[src/rtl/tlb_lookup_ctrl.sv]
// TLB lookup/fill controller: one request at a time, set read,
// tag compare, LRU bump on hit, page walk and victim fill on miss.
module tlb_lookup_ctrl #(
    parameter int NUM_SETS       = 16,
    parameter int NUM_WAYS       = 4,
    parameter int SET_INDEX_BITS = 4,
    parameter int LRU_BITS       = 4
) (
    input  logic                         clk,
    input  logic                         rst,
    input  logic                         req_valid,
    output logic                         req_ready,
    input  logic [31:0]                  req_vaddr,
    input  logic                         req_is_write,
    output logic                         resp_valid,
    input  logic                         resp_ready,
    output logic [31:0]                  resp_paddr,
    output logic                         resp_hit,
    output logic                         resp_fault,
    output logic                         ptw_req_valid,
    input  logic                         ptw_req_ready,
    output logic [19:0]                  ptw_vpn,
    input  logic                         ptw_resp_valid,
    input  logic [19:0]                  ptw_resp_ppn,
    input  logic [1:0]                   ptw_resp_perms,
    input  logic                         ptw_resp_fault,
    output logic [SET_INDEX_BITS-1:0]    st_rd_set_index,
    input  logic [NUM_WAYS-1:0]          st_rd_valid,
    input  logic [NUM_WAYS*20-1:0]       st_rd_vpn,
    input  logic [NUM_WAYS*20-1:0]       st_rd_ppn,
    input  logic [NUM_WAYS*2-1:0]        st_rd_perms,
    input  logic [NUM_WAYS*LRU_BITS-1:0] st_rd_lru_count,
    output logic                         st_wr_en,
    output logic                         st_update_en,
    output logic [SET_INDEX_BITS-1:0]    st_wr_set_index,
    output logic [1:0]                   st_wr_way,
    output logic                         st_wr_valid,
    output logic [19:0]                  st_wr_vpn,
    output logic [19:0]                  st_wr_ppn,
    output logic [1:0]                   st_wr_perms,
    output logic [LRU_BITS-1:0]          st_wr_lru_count,
    output logic                         st_lru_update_en,
    output logic [SET_INDEX_BITS-1:0]    st_lru_set_index,
    output logic [1:0]                   st_lru_way
);

    localparam int VPN_W = 20;

    if (NUM_SETS != (1 << SET_INDEX_BITS)) begin : g_bad_sets
        $error("NUM_SETS must equal 2**SET_INDEX_BITS");
    end

    typedef enum logic [2:0] {
        IDLE, LOOKUP, WALK_REQ, WALK_WAIT, FILL, RESP
    } state_t;

    state_t      state;
    logic [19:0] vpn_q;
    logic [11:0] off_q;
    logic        wr_q;
    logic [1:0]  victim_q;
    logic [19:0] ppn_q;
    logic [1:0]  perms_q;

    logic                hit;
    logic [1:0]          hit_way;
    logic [19:0]         hit_ppn;
    logic [1:0]          hit_perms;
    logic [LRU_BITS-1:0] hit_lru;
    logic                hit_fault;
    logic                fill_fault;
    logic                inv_found;
    logic [1:0]          inv_way;
    logic [1:0]          min_way;
    logic [LRU_BITS-1:0] min_lru;
    logic [1:0]          victim;
    logic [SET_INDEX_BITS-1:0] set_idx;

    assign set_idx         = vpn_q[SET_INDEX_BITS-1:0];
    assign st_rd_set_index = set_idx;
    assign st_wr_lru_count = '0;

    // Tag compare across ways and victim selection for the current set
    always_comb begin
        hit       = 1'b0;
        hit_way   = '0;
        inv_found = 1'b0;
        inv_way   = '0;
        min_way   = '0;
        min_lru   = st_rd_lru_count[LRU_BITS-1:0];
        for (int w = 0; w < NUM_WAYS; w++) begin
            if (!hit && st_rd_valid[w] &&
                st_rd_vpn[w*VPN_W +: VPN_W] == vpn_q) begin
                hit     = 1'b1;
                hit_way = w[1:0];
            end
            if (!inv_found && !st_rd_valid[w]) begin
                inv_found = 1'b1;
                inv_way   = w[1:0];
            end
            if (st_rd_lru_count[w*LRU_BITS +: LRU_BITS] < min_lru) begin
                min_lru = st_rd_lru_count[w*LRU_BITS +: LRU_BITS];
                min_way = w[1:0];
            end
        end
        victim    = inv_found ? inv_way : min_way;
        hit_ppn   = st_rd_ppn[int'(hit_way)*VPN_W +: VPN_W];
        hit_perms = st_rd_perms[int'(hit_way)*2 +: 2];
        hit_lru   = st_rd_lru_count[int'(hit_way)*LRU_BITS +: LRU_BITS];
        hit_fault  = wr_q ? !hit_perms[1] : !hit_perms[0];
        fill_fault = wr_q ? !perms_q[1] : !perms_q[0];
    end

    // Controller FSM with registered outputs
    always_ff @(posedge clk) begin
        if (rst) begin
            state            <= IDLE;
            vpn_q            <= '0;
            off_q            <= '0;
            wr_q             <= 1'b0;
            victim_q         <= '0;
            ppn_q            <= '0;
            perms_q          <= '0;
            req_ready        <= 1'b1;
            resp_valid       <= 1'b0;
            resp_paddr       <= '0;
            resp_hit         <= 1'b0;
            resp_fault       <= 1'b0;
            ptw_req_valid    <= 1'b0;
            ptw_vpn          <= '0;
            st_wr_en         <= 1'b0;
            st_update_en     <= 1'b0;
            st_wr_set_index  <= '0;
            st_wr_way        <= '0;
            st_wr_valid      <= 1'b0;
            st_wr_vpn        <= '0;
            st_wr_ppn        <= '0;
            st_wr_perms      <= '0;
            st_lru_update_en <= 1'b0;
            st_lru_set_index <= '0;
            st_lru_way       <= '0;
        end else begin
            st_wr_en         <= 1'b0;
            st_update_en     <= 1'b0;
            st_wr_valid      <= 1'b0;
            st_lru_update_en <= 1'b0;
            unique case (state)
                IDLE: begin
                    if (req_valid) begin
                        vpn_q     <= req_vaddr[31:12];
                        off_q     <= req_vaddr[11:0];
                        wr_q      <= req_is_write;
                        req_ready <= 1'b0;
                        state     <= LOOKUP;
                    end
                end
                LOOKUP: begin
                    if (hit) begin
                        resp_valid <= 1'b1;
                        resp_hit   <= 1'b1;
                        resp_fault <= hit_fault;
                        resp_paddr <= hit_fault ? 32'h0 : {hit_ppn, off_q};
                        if (hit_lru != '1) begin
                            st_wr_en         <= 1'b1;
                            st_lru_update_en <= 1'b1;
                            st_lru_set_index <= set_idx;
                            st_lru_way       <= hit_way;
                        end
                        state <= RESP;
                    end else begin
                        victim_q      <= victim;
                        ptw_req_valid <= 1'b1;
                        ptw_vpn       <= vpn_q;
                        state         <= WALK_REQ;
                    end
                end
                WALK_REQ: begin
                    if (ptw_req_ready) begin
                        ptw_req_valid <= 1'b0;
                        state         <= WALK_WAIT;
                    end
                end
                WALK_WAIT: begin
                    if (ptw_resp_valid) begin
                        if (ptw_resp_fault) begin
                            resp_valid <= 1'b1;
                            resp_hit   <= 1'b0;
                            resp_fault <= 1'b1;
                            resp_paddr <= 32'h0;
                            state      <= RESP;
                        end else begin
                            ppn_q           <= ptw_resp_ppn;
                            perms_q         <= ptw_resp_perms;
                            st_wr_en        <= 1'b1;
                            st_update_en    <= 1'b1;
                            st_wr_set_index <= set_idx;
                            st_wr_way       <= victim_q;
                            st_wr_valid     <= 1'b1;
                            st_wr_vpn       <= vpn_q;
                            st_wr_ppn       <= ptw_resp_ppn;
                            st_wr_perms     <= ptw_resp_perms;
                            state           <= FILL;
                        end
                    end
                end
                FILL: begin
                    resp_valid <= 1'b1;
                    resp_hit   <= 1'b0;
                    resp_fault <= fill_fault;
                    resp_paddr <= fill_fault ? 32'h0 : {ppn_q, off_q};
                    state      <= RESP;
                end
                RESP: begin
                    if (resp_ready) begin
                        resp_valid <= 1'b0;
                        resp_paddr <= '0;
                        resp_hit   <= 1'b0;
                        resp_fault <= 1'b0;
                        req_ready  <= 1'b1;
                        state      <= IDLE;
                    end
                end
                default: state <= IDLE;
            endcase
        end
    end

endmodule

[config.mk]
export PLATFORM = sky130hd
export DESIGN_NAME = tlb_lookup_ctrl
export DESIGN_NICKNAME = d
export VERILOG_FILES = /design/src/rtl/tlb_lookup_ctrl.sv
export SDC_FILE = /design/constraint.sdc
export NUM_CORES = 1
export LEC_CHECK = 0
export ABC_AREA = 0
export CAP_MARGIN = 5
export CORE_AREA = 2 2 146 148
export CTS_CLUSTER_SIZE = 24
export DETAILED_ROUTE_END_ITERATION = 6
export DIE_AREA = 0 0 148 150
export DONT_BUFFER_PORTS = 1
export GPL_ROUTABILITY_DRIVEN = 1
export GPL_TIMING_DRIVEN = 0
export PLACE_DENSITY = 0.55
export SYNTH_ARGS = -nofsm -noshare
export SYNTH_HDL_FRONTEND = slang
export SYNTH_SLANG_ARGS = --single-unit
[constraint.sdc]
create_clock -name clk -period 10.2 [get_ports clk]
set_input_delay 3.06 -clock clk [delete_from_list [all_inputs] [get_ports clk]]
set_output_delay 3.06 -clock clk [all_outputs]
set_load 0.01 [all_outputs]
# Word-level counts from Yosys, hierarchy flattened
# Index checks and enable logic that the tools add are counted.
[classes]
n_mul = 1
div_mod_pow = 0
addsub = 0
shifts = 3
magnitude_cmp = 3
muxes = 57
eq_ne = 17
n_bitwise = 4
n_reduce_logical = 36
[ops]
columns = ["op", "n"]
rows = [
  ["2-to-1 mux 32 bit", 6],
  ["case mux 32 bit (4 select lines)", 1],
  ["== test 20 bit", 4],
  ["indexed part select 80 x 8 -> 20 bit", 1],
  ["2-to-1 mux 1 bit", 29],
  ["case mux 3 bit (6 select lines)", 1],
  ["indexed part select 16 x 5 -> 4 bit", 1],
  ["2-to-1 mux 3 bit", 5],
  ["2-to-1 mux 2 bit", 7],
  ["!= test 2 bit, second input constant", 7],
  ["zero test 1 bit", 12],
  ["< comparator 4 bit", 3],
  ["case mux 1 bit (4 select lines)", 3],
  ["AND reduction 3 bit", 4],
  ["logical AND 1 bit", 10],
  ["2-to-1 mux 4 bit", 2],
  ["indexed part select 8 x 4 -> 2 bit", 1],
  ["== test 3 x 2 -> 1 bit, second input constant", 2],
  ["== test 3 bit, second input constant", 2],
  ["case mux 1 bit (2 select lines)", 3],
  ["multiplier 2 x 3 -> 5 bit, second input constant", 1],
  ["AND reduction 5 bit", 1],
  ["!= test 4 bit, second input constant", 1],
  ["NOT 1 bit", 4],
  ["other kinds (7)", 10],
]
[totals]
latch_bits = 0
regBits = 152
mem_bits_rw = 0
rom_bits = 0
inputBits = 250
mem_count = 0
wordCells = 143

# Depth between registers and ports, before layout
# Gate-level depths: netlist of run 1.
[logic_depth]
ltp_word = 21
mapped_depth = 20
depth_no_buf = 20

# Worst setup path before layout of run 1
# No wires, ideal clock.
[synth_path]
kind = "input to register"
startpoint = "input port st_rd_lru_count[1]"
endpoint = "register victim_q[0]"
setup_ns = 0.070
t_required_ns = 10.130
t_arrival_ns = 5.992
path_slack_ns = 4.138
stages = 18
cell_sequence = "inv_1 -> ha_1 -> a2111oi_0 -> or2_2 -> nor2_1 -> a21oi_1 -> ha_1 -> o21ai_0 -> a21oi_1 -> nor2_1 -> a21oi_1 -> nand2_1 -> o21ai_0 -> ha_1 -> o21a_1 -> a211oi_1 -> o211ai_1 -> a21oi_1"
[synth_between]
elab_chain_len = 7
word_cells_on_any_way = 9
classes_between = "order compare (3); mux (6)"
[synth_lines]
columns = ["item", "line", "text"]
rows = [
  ["start, declared", "32", "input logic [NUM_WAYS*LRU_BITS-1:0] st_rd_lru_count,"],
  ["< comparator 4 bit", "101", "if (st_rd_lru_count[w*LRU_BITS +: LRU_BITS] < min_lru) begin"],
  ["2-to-1 mux 4 bit", "101", ""],
  ["< comparator 4 bit", "101", ""],
  ["2-to-1 mux 4 bit", "101", ""],
  ["< comparator 4 bit", "101", ""],
  ["2-to-1 mux 2 bit *", "101", ""],
  ["2-to-1 mux 2 bit *", "106", "victim = inv_found ? inv_way : min_way;"],
  ["end signal, assigned", "171", "victim_q <= victim;"],
  ["end, declared", "61", "logic [1:0] victim_q;"],
]
# Mark *: on every way between the ends. The rest lies on a longest branch, timed or not.
# A chain may end at the register's enable or synchronous reset.

# Worst setup path after layout of run 1
# Same ends and word-level chain as after synthesis.

==> results of run 1 <==
[cell usage in the layout (no fill, tap or decap), drive strengths merged, types with 5 or more instances in the layout]
master,count
nand2,174
dfxtp,148
a21oi,94
clkbuf,67
mux2i,61
xnor2,59
buf,43
nor2,39
nand4,28
and3,26
a221oi,24
xor2,21
o21ai,21
a32o,20
a21o,20
inv,19
nand3,13
a221o,13
nor4,11
ha,11
nor3,6
mux2,5
nor4b,5
a211oi,5
or2,5
[routing by layer]
| metal | wire length (um) | track usage |
|---|---|---|
| met3 | 2520 | 0.0817 |
| met4 | 370 | 0.0657 |
| met2 | 13600 | 0.403 |
| met5 | 0 | 0 |
| met1 | 13100 | 0.345 |
[registers in the layout, summed over array words and instances, names as in the netlist, 2 cells and up]
signal and flops:
st_wr_way 2, ptw_vpn 20, resp_paddr 32, perms_q 2
st_wr_set_index 3, st_lru_set_index 4, victim_q 2, ppn_q 20
st_wr_vpn 17, vpn_q 20, st_lru_way 2, state 3
off_q 12
[worst max-delay path by stage]
stage                                  start           to  slack (ps)  cells after the start
after floorplan           st_rd_lru_count[1]  victim_q[0]        4140                     18
after global placement    st_rd_lru_count[1]  victim_q[0]        3580                     18
after detailed placement  st_rd_lru_count[1]  victim_q[0]        3510                     18
after CTS                 st_rd_lru_count[1]  victim_q[0]        3950                     18
after global routing      st_rd_lru_count[1]  victim_q[0]        3460                     18
final                     st_rd_lru_count[1]  victim_q[0]        3940                     18
[power by group]
part,switching (mW),internal (mW),total [mW]
Sequential,0.0221,0.605,0.628
Clock,0.278,0.343,0.620
Combinational,0.207,0.110,0.316
Total,0.506,1.06,1.56
[Yosys cell counts, types with 21 or more instances]
master | instances | share of area
nand2_1 | 173 | 0.081
dfxtp_1 | 148 | 0.37
a21oi_1 | 94 | 0.058
mux2i_1 | 61 | 0.076
xnor2_1 | 55 | 0.060
clkbuf_1 | 48 | 0.022
nor2_1 | 39 | 0.018
nand4_1 | 27 | 0.021
and3_1 | 26 | 0.020
buf_2 | 26 | 0.016
xor2_1 | 21 | 0.023
[cell families after synthesis]
kind of cell	Yosys count
XOR/XNOR	80
flip-flops	148
adder cells (fa/ha/maj)	11
AO/OA/AOI/OAI	216
AND/OR/NAND/NOR	329
buffers and inverters	102
other	1
multiplexers	66
[cell type report]
| type | count | area, sq um | area share |
|---|---|---|---|
| clock inverter | 14 | 139 | 0.0155 |
| inverter | 11 | 41.3 | 0.00460 |
| clock buffer | 18 | 429 | 0.0478 |
| tap | 275 | 344 | 0.0383 |
| sequential | 148 | 2960 | 0.330 |
| multi-input combinational | 706 | 4620 | 0.514 |
| buffer | 91 | 442 | 0.0492 |
| timing repair buffer | 1 | 5.00 | 0.000557 |
[metrics by stage]
| stage | area (sq um) | power (mW) | hold slack (ps) | worst slack, ps |
|---|---|---|---|---|
| CTS | 8980 | 1.57 | 466 | 3950 |
| floorplan | 8060 | 0.863 | 428 | 4140 |
| global route | 8980 | 1.64 | 482 | 3460 |
| global placement | 8400 | 0.954 | 445 | 3580 |
| detailed placement | 8410 | 0.956 | 458 | 3510 |
| finish | 8980 | 1.56 | 466 | 3940 |
[worst max-delay path, cell delays in order]
cell       delay [ps]
inv_1              30
ha_1              270
a2111oi_0         550
or2_2             270
nor2_1             50
a21oi_1           210
ha_1              270
o21ai_0           170
a21oi_1            90
nor2_1            190
a21oi_1           140
nand2_1            90
o21ai_0            80
ha_1              280
o21a_1            170
a211oi_1          310
o211ai_1          200
a21oi_1           160
==> impl_metrics.yaml, run 1 <==
status:
  status: "finished clean"
logic_synthesis:
  synth_simple_gate_area_frac: 0.193
  yosysWarnings: 0
  syn-cell-area_sq_um: 8050
  synth_top_family_by_area: "simple AND/OR/NAND/NOR gates"
  synth_edf_count: 0
  ys.flop_type: "dfxtp_1"
  synth_xor_area_frac: 0.0908
  synth-adder-area-share: 0.0171
  ys_ff_latch: 148
  synth_compound_area_frac: 0.187
  synth_seq_area_share: 0.368
  muxShareOfSynthArea: 0.0829
  syn_area_per_cell_sq_um: 8.45
  async_flop_share: 0
  synthDistinctLibCells: 59
  netlist_instances: 953
worst_hold_path:
  hold_path.class: "flop to flop"
  min_from: "victim_q[1]"
  hold_end: "st_wr_way[1]"
  holdPathStages: 2
floorplanning:
  rows: 53
  die_w_um: 148
  die_area_sq_um: 22200
  die_height_um: 150
  initial_core_util: 0.389
  ioPinCount: 373
  core_area_sq_um: 20700
detailed_routing:
  routed-via-count: 7208
  wl_per_cell_um: 23.4
  ant_nets: 0
  drc: 0
  routed_via_density: 5.70
  drt_wl_total_um: 29600
  firstDrtPassIters: 5
  drtIter0Drc: 463
layout:
  diodes: 0
  post-route-util: 0.434
  final_cells: 1264
  fillers: 2147
  fin_nets: 1237
  drive_gt1_frac: 0.100
  areaGrowthSynthToFinish_pct: 11.6
worst_setup_path:
  r2r_slack_ps: 6750
  endpoint_kind: "flop"
  r2r_end: "resp_paddr[4]"
  critPathArrivalTime_ps: 6620
  path_class: "input pin to flop"
  worst_setup_path_start_kind: "input pin"
  path_max_fanout: 5
  worst_ep_required_time_ps: 10560
  r2r_cells: 10
  r2r_start: "vpn_q[0]"
sta:
  worst_pin_slew_ps: 1050
  clock_skew_ps: 11.7
  period_share: 0.614
  fmax_ghz: 0.160
  period_needed_ps: 6260
  hold_violations: 0
  finalSetupTns_ps: 0
  rsz0062_at_grt: "false"
  maxSlewViolCount: 0
  setup_viol: 0
  slew-limit-headroom: 0.291
grt:
  grt_max_degree: 17
  globalRouteOverflowTotal: 0
  antenna_found_initial: 0
  grt_pass1_vias: 6944
  grt_use_total: 0.258
  grt_first_pass_wirelength_um: 42500
clock_network:
  cts_sinks: 148
  post_cts_buffers: 0
  cts_buffer_depth: 2
  cts_made_buffers: 17
  h-tree-depth: 4
  path_clk_slew_ps: 60
  root_buffer: "clkbuf_16"
  clk_latency_ps: 430
  hold_buffers: 0
  cts_resized: 0
  cts_tree: "built"
power:
  vdd_drop_max_mv: 0.114
  leakagePower_nw: 3.62
  power.density_nw_per_um2: 174
run:
  maxCapViolCount: 0
placed_design:
  port_buffers: 0
  dp_hpwl_um: 22900
  placedCellCount: 1231
  gp_congestion: 0.928
No activity file was read; power rests on OpenSTA's default activity.
==> inputs of run 2 (changes only) <==
PLACE_DENSITY = 0.57   (was 0.55)
clock period = 5.5 ns   (was 10.2 ns; I/O delays follow)
==> run 2 against run 1 <==
Clock-buffer cell count is the same. Die area unchanged. Critical path type unchanged. Largest cell class unchanged. Global-route usage is 0.60 points lower.
==> impl_metrics.yaml, run 2 (same netlist as run 1, synthesis figures left out) <==
detailed_routing:
  routed-via-count: 7263
  ant_nets: 0
  wl_per_cell_um: 23.1
  firstDrtPassIters: 5
  routed_via_density: 5.74
  drc: 0
  drt_wl_total_um: 29300
  drtIter0Drc: 393
clock_network:
  cts_made_buffers: 17
  path_clk_slew_ps: 70
  clk_latency_ps: 420
  cts_resized: 0
  h-tree-depth: 4
  post_cts_buffers: 0
  root_buffer: "clkbuf_16"
  cts_sinks: 148
  cts_tree: "built"
  hold_buffers: 0
  cts_buffer_depth: 2
sta:
  worst_pin_slew_ps: 1080
  period_share: 0.880
  fmax_ghz: 0.207
  finalSetupTns_ps: 0
  rsz0062_at_grt: "false"
  slew-limit-headroom: 0.272
  maxSlewViolCount: 0
  period_needed_ps: 4840
  layout_setup_ws_ps: 658
  hold_violations: 0
  clock_skew_ps: 12.6
  setup_viol: 0
  fin_hold_ws_ps: 452
status:
  status: "finished clean"
run:
  maxCapViolCount: 0
worst_setup_path:
  worst_ep_required_time_ps: 5850
  path_class: "input pin to flop"
  crit_path_cell_trace: "inv_1, ha_1, a2111oi_0, or2_2, nor2_1, a21oi_1, ha_1, o21ai_0, a21oi_1, nor2_1, a21oi_1, nand2_1, o21ai_0, ha_1, o21a_1, a211oi_1, o211ai_1, a21oi_1"
  endpoint_kind: "flop"
  path_max_fanout: 5
  slowest_delay_ps: 570
  worst_setup_path_start_kind: "input pin"
  crit_top_cell: "a21oi_1"
  slowest_stage: "a2111oi_0"
  critPathArrivalTime_ps: 5190
grt:
  busiest_layer: "met2"
  grt_first_pass_wirelength_um: 41900
  grt_max_degree: 17
  globalRouteOverflowTotal: 0
  use_met3: 0.0732
  antenna_found_initial: 0
  use_met1: 0.343
  grt_pass1_vias: 6846
  met2_usage: 0.388
  grt_use_total: 0.252
power:
  leakagePower_nw: 3.65
  vdd_drop_max_mv: 0.196
  power.density_nw_per_um2: 325
  p_total_mw: 2.93
placed_design:
  port_buffers: 0
  place_area_sq_um: 8410
  gp_congestion: 0.913
  dp_slack_ps: 227
  dp_hpwl_um: 22800
  placedCellCount: 1232
floorplanning:
  core_area_sq_um: 20700
  initial_core_util: 0.389
  die_area_sq_um: 22200
  rows: 53
  die_height_um: 150
  die_w_um: 148
  ioPinCount: 373
layout:
  fillers: 2120
  drive_gt1_frac: 0.101
  diodes: 0
  final_cells: 1265
  areaGrowthSynthToFinish_pct: 12.0
  fin_nets: 1238
  largest_register: "resp_paddr"
  most-common-layout-cells: "nand2_1, dfxtp_1, a21oi_1"
  final_common_cell: "nand2_1"
  post-route-util: 0.436
  final_area_sq_um: 9010
  largest_reg_flops: 32
worst_hold_path:
  hold_path.class: "flop to flop"
## run 2: changes by cell type in the layout (fill, tap and decap cells not counted), sizes merged
| cell | previous run | this run |
|---|---|---|
| clkinvlp | 3 | 1 |
| clkinv | 2 | 4 |
| buf | 43 | 44 |
## run 2: power by group
group	switching [mW]	total, mW	internal (mW)	leakage, nW
combinational	0.381	0.585	0.204	2.16
sequential	0.0407	1.16	1.12	1.20
clock	0.524	1.18	0.658	0.291
## run 2: final timing paths
path,slack (ps),depth (start not counted),endpoint,start
max,660,18,victim_q[0],st_rd_lru_count[1]
min,450,2,st_wr_way[0],victim_q[0]
max reg2reg,1970,10,resp_paddr[5],vpn_q[0]
min reg2reg,450,2,st_wr_way[0],victim_q[0]
## run 2: layout make-up
class,instances,area [sq um],area share
Buffer,91,442,0.0490
Multi-Input combinational cell,706,4610,0.512
Inverter,11,41.3,0.00458
Timing Repair Buffer,2,10.0,0.00111
Clock buffer,18,439,0.0487
Clock inverter,14,158,0.0175
Tap cell,275,344,0.0382
Sequential cell,148,2960,0.329
## run 2: metal layers
metal | wire length, um | part of all wire
met1 | 13000 | 0.44
met4 | 577 | 0.020
met3 | 2470 | 0.084
met2 | 13200 | 0.45
met5 | 0 | 0
## run 2: critical path: cells and delay by family
kind                       cells  cell delay, ps
AOI/OAI and AO/OA             10            2090
buffers and inverters          1              40
adders and majority gates      3             830
and+or+nand+nor                4             600
==> inputs of run 3 (changes only) <==
CAP_MARGIN = default   (was 5)
CORE_AREA = default   (was 2 2 146 148)
CORE_ASPECT_RATIO = 1.25   (was default)
CORE_UTILIZATION = 30   (was default)
DIE_AREA = default   (was 0 0 148 150)
PLACE_DENSITY = 0.47   (was 0.57)
==> run 3 against run 2 <==
Combinational power increased by 1%. Sequential cell count unchanged. Clock skew decreased by 0.71 ps. Routed wire length increased by 10%. Critical path depth decreased by 1. Largest power group unchanged. Cell area increased by 1.3%. Global-route usage decreased by 1.8 points. Hold slack improved by 4.9 ps. Maximum frequency increased by 0.42%. Register-to-register slack got worse by 20 ps. Non-clock buffer count decreased by 2.
==> impl_metrics.yaml, run 3 (same netlist as run 1, synthesis figures left out) <==
worst_hold_path:
  hold_path.class: "flop to flop"
detailed_routing:
  ant_nets: 0
  routed_via_density: 5.37
  routed-via-count: 7123
  firstDrtPassIters: 5
  drt_wl_total_um: 32300
  drc: 0
  wl_per_cell_um: 24.4
  drtIter0Drc: 281
clock_network:
  post_cts_buffers: 0
  hold_buffers: 0
  cts_made_buffers: 17
  root_buffer: "clkbuf_16"
  clk_latency_ps: 430
  h-tree-depth: 4
  path_clk_slew_ps: 70
  cts_sinks: 148
  cts_tree: "built"
  cts_resized: 0
  cts_buffer_depth: 2
sta:
  period_share: 0.877
  maxSlewViolCount: 0
  layout_setup_ws_ps: 678
  setup_viol: 0
  finalSetupTns_ps: 0
  fmax_ghz: 0.207
  worst_pin_slew_ps: 1250
  fin_hold_ws_ps: 456
  slew-limit-headroom: 0.154
  rsz0062_at_grt: "false"
  clock_skew_ps: 11.9
  hold_violations: 0
  period_needed_ps: 4820
floorplanning:
  core_area_sq_um: 26200
  initial_core_util: 0.307
  die_height_um: 185
  die_w_um: 149
  ioPinCount: 373
  die_area_sq_um: 27500
  rows: 66
grt:
  grt_use_total: 0.234
  grt_first_pass_wirelength_um: 45800
  grt_pass1_vias: 7162
  globalRouteOverflowTotal: 0
  antenna_found_initial: 0
  grt_max_degree: 17
worst_setup_path:
  crit_path_cell_trace: "inv_1, ha_1, a2111oi_0, or2_2, nor2_1, a21oi_1, ha_1, o21ai_0, a21oi_1, nor2_1, a21oi_1, o21ai_0, ha_1, o21a_1, a211oi_1, o211ai_1, a21oi_1"
  worst_ep_required_time_ps: 5860
  path_class: "input pin to flop"
  path_max_fanout: 5
  crit_top_cell: "a21oi_1"
  worst_setup_path_start_kind: "input pin"
  slowest_delay_ps: 560
  slowest_stage: "a2111oi_0"
  critPathArrivalTime_ps: 5180
  endpoint_kind: "flop"
power:
  power.density_nw_per_um2: 334
  vdd_drop_max_mv: 0.177
  p_total_mw: 3.05
  leakagePower_nw: 3.65
layout:
  post-route-util: 0.349
  final_area_sq_um: 9130
  largest_reg_flops: 32
  final_common_cell: "nand2_1"
  areaGrowthSynthToFinish_pct: 13.4
  largest_register: "resp_paddr"
  fin_nets: 1236
  drive_gt1_frac: 0.0993
  diodes: 0
  final_cells: 1327
  most-common-layout-cells: "nand2_1, dfxtp_1, a21oi_1"
placed_design:
  place_area_sq_um: 8490
  port_buffers: 0
  dp_hpwl_um: 25500
  dp_slack_ps: 245
  gp_congestion: 0.836
  placedCellCount: 1296
status:
  status: "finished clean"
run:
  maxCapViolCount: 0
==> run 3: cell types whose count changed in the layout (fill, tap and decap cells not counted), sizes merged <==
cell,change
bufinv,+3
clkbuf,-1
clkinvlp,+1
inv,-4
buf,-1
clkinv,-1
==> run 3: critical path: cells and delay by family <==
kind / cells / cell delay [ps]
AO/OA/AOI/OAI: 10 / 2140
AND/OR/NAND/NOR: 3 / 550
adder cells (fa/ha/maj): 3 / 800
buffers and inverters: 1 / 30
==> run 3: final timing paths <==
| check | start | end | slack, ps | cells after the start |
|---|---|---|---|---|
| min reg2reg | victim_q[1] | st_wr_way[1] | 460 | 2 |
| max reg2reg | vpn_q[1] | resp_paddr[6] | 1950 | 10 |
| max | st_rd_lru_count[1] | victim_q[0] | 680 | 17 |
| min | victim_q[1] | st_wr_way[1] | 460 | 2 |
==> run 3: routing by layer <==
layer | vias to the layer above | global-route usage | wire, um
met5 | - | 0 | 0
met2 | 305 | 0.432 | 16800
met1 | 3360 | 0.250 | 12300
met3 | 40 | 0.0569 | 2270
li1 | 3418 | - | -
met4 | 0 | 0.0981 | 1000
==> run 3: power breakdown <==
group | switching (mW) | internal (mW)
clock network | 0.515 | 0.779
registers | 0.0413 | 1.12
logic | 0.389 | 0.204
==> run 3: final cells by class <==
| class | instances | area (sq um) |
|---|---|---|
| inverter | 11 | 41.3 |
| tap | 340 | 425 |
| clock buffer | 18 | 439 |
| fill | 2865 | 17000 |
| buffer | 91 | 442 |
| clock inverter | 13 | 199 |
| sequential | 148 | 2960 |
| multi-input combinational | 706 | 4620 |
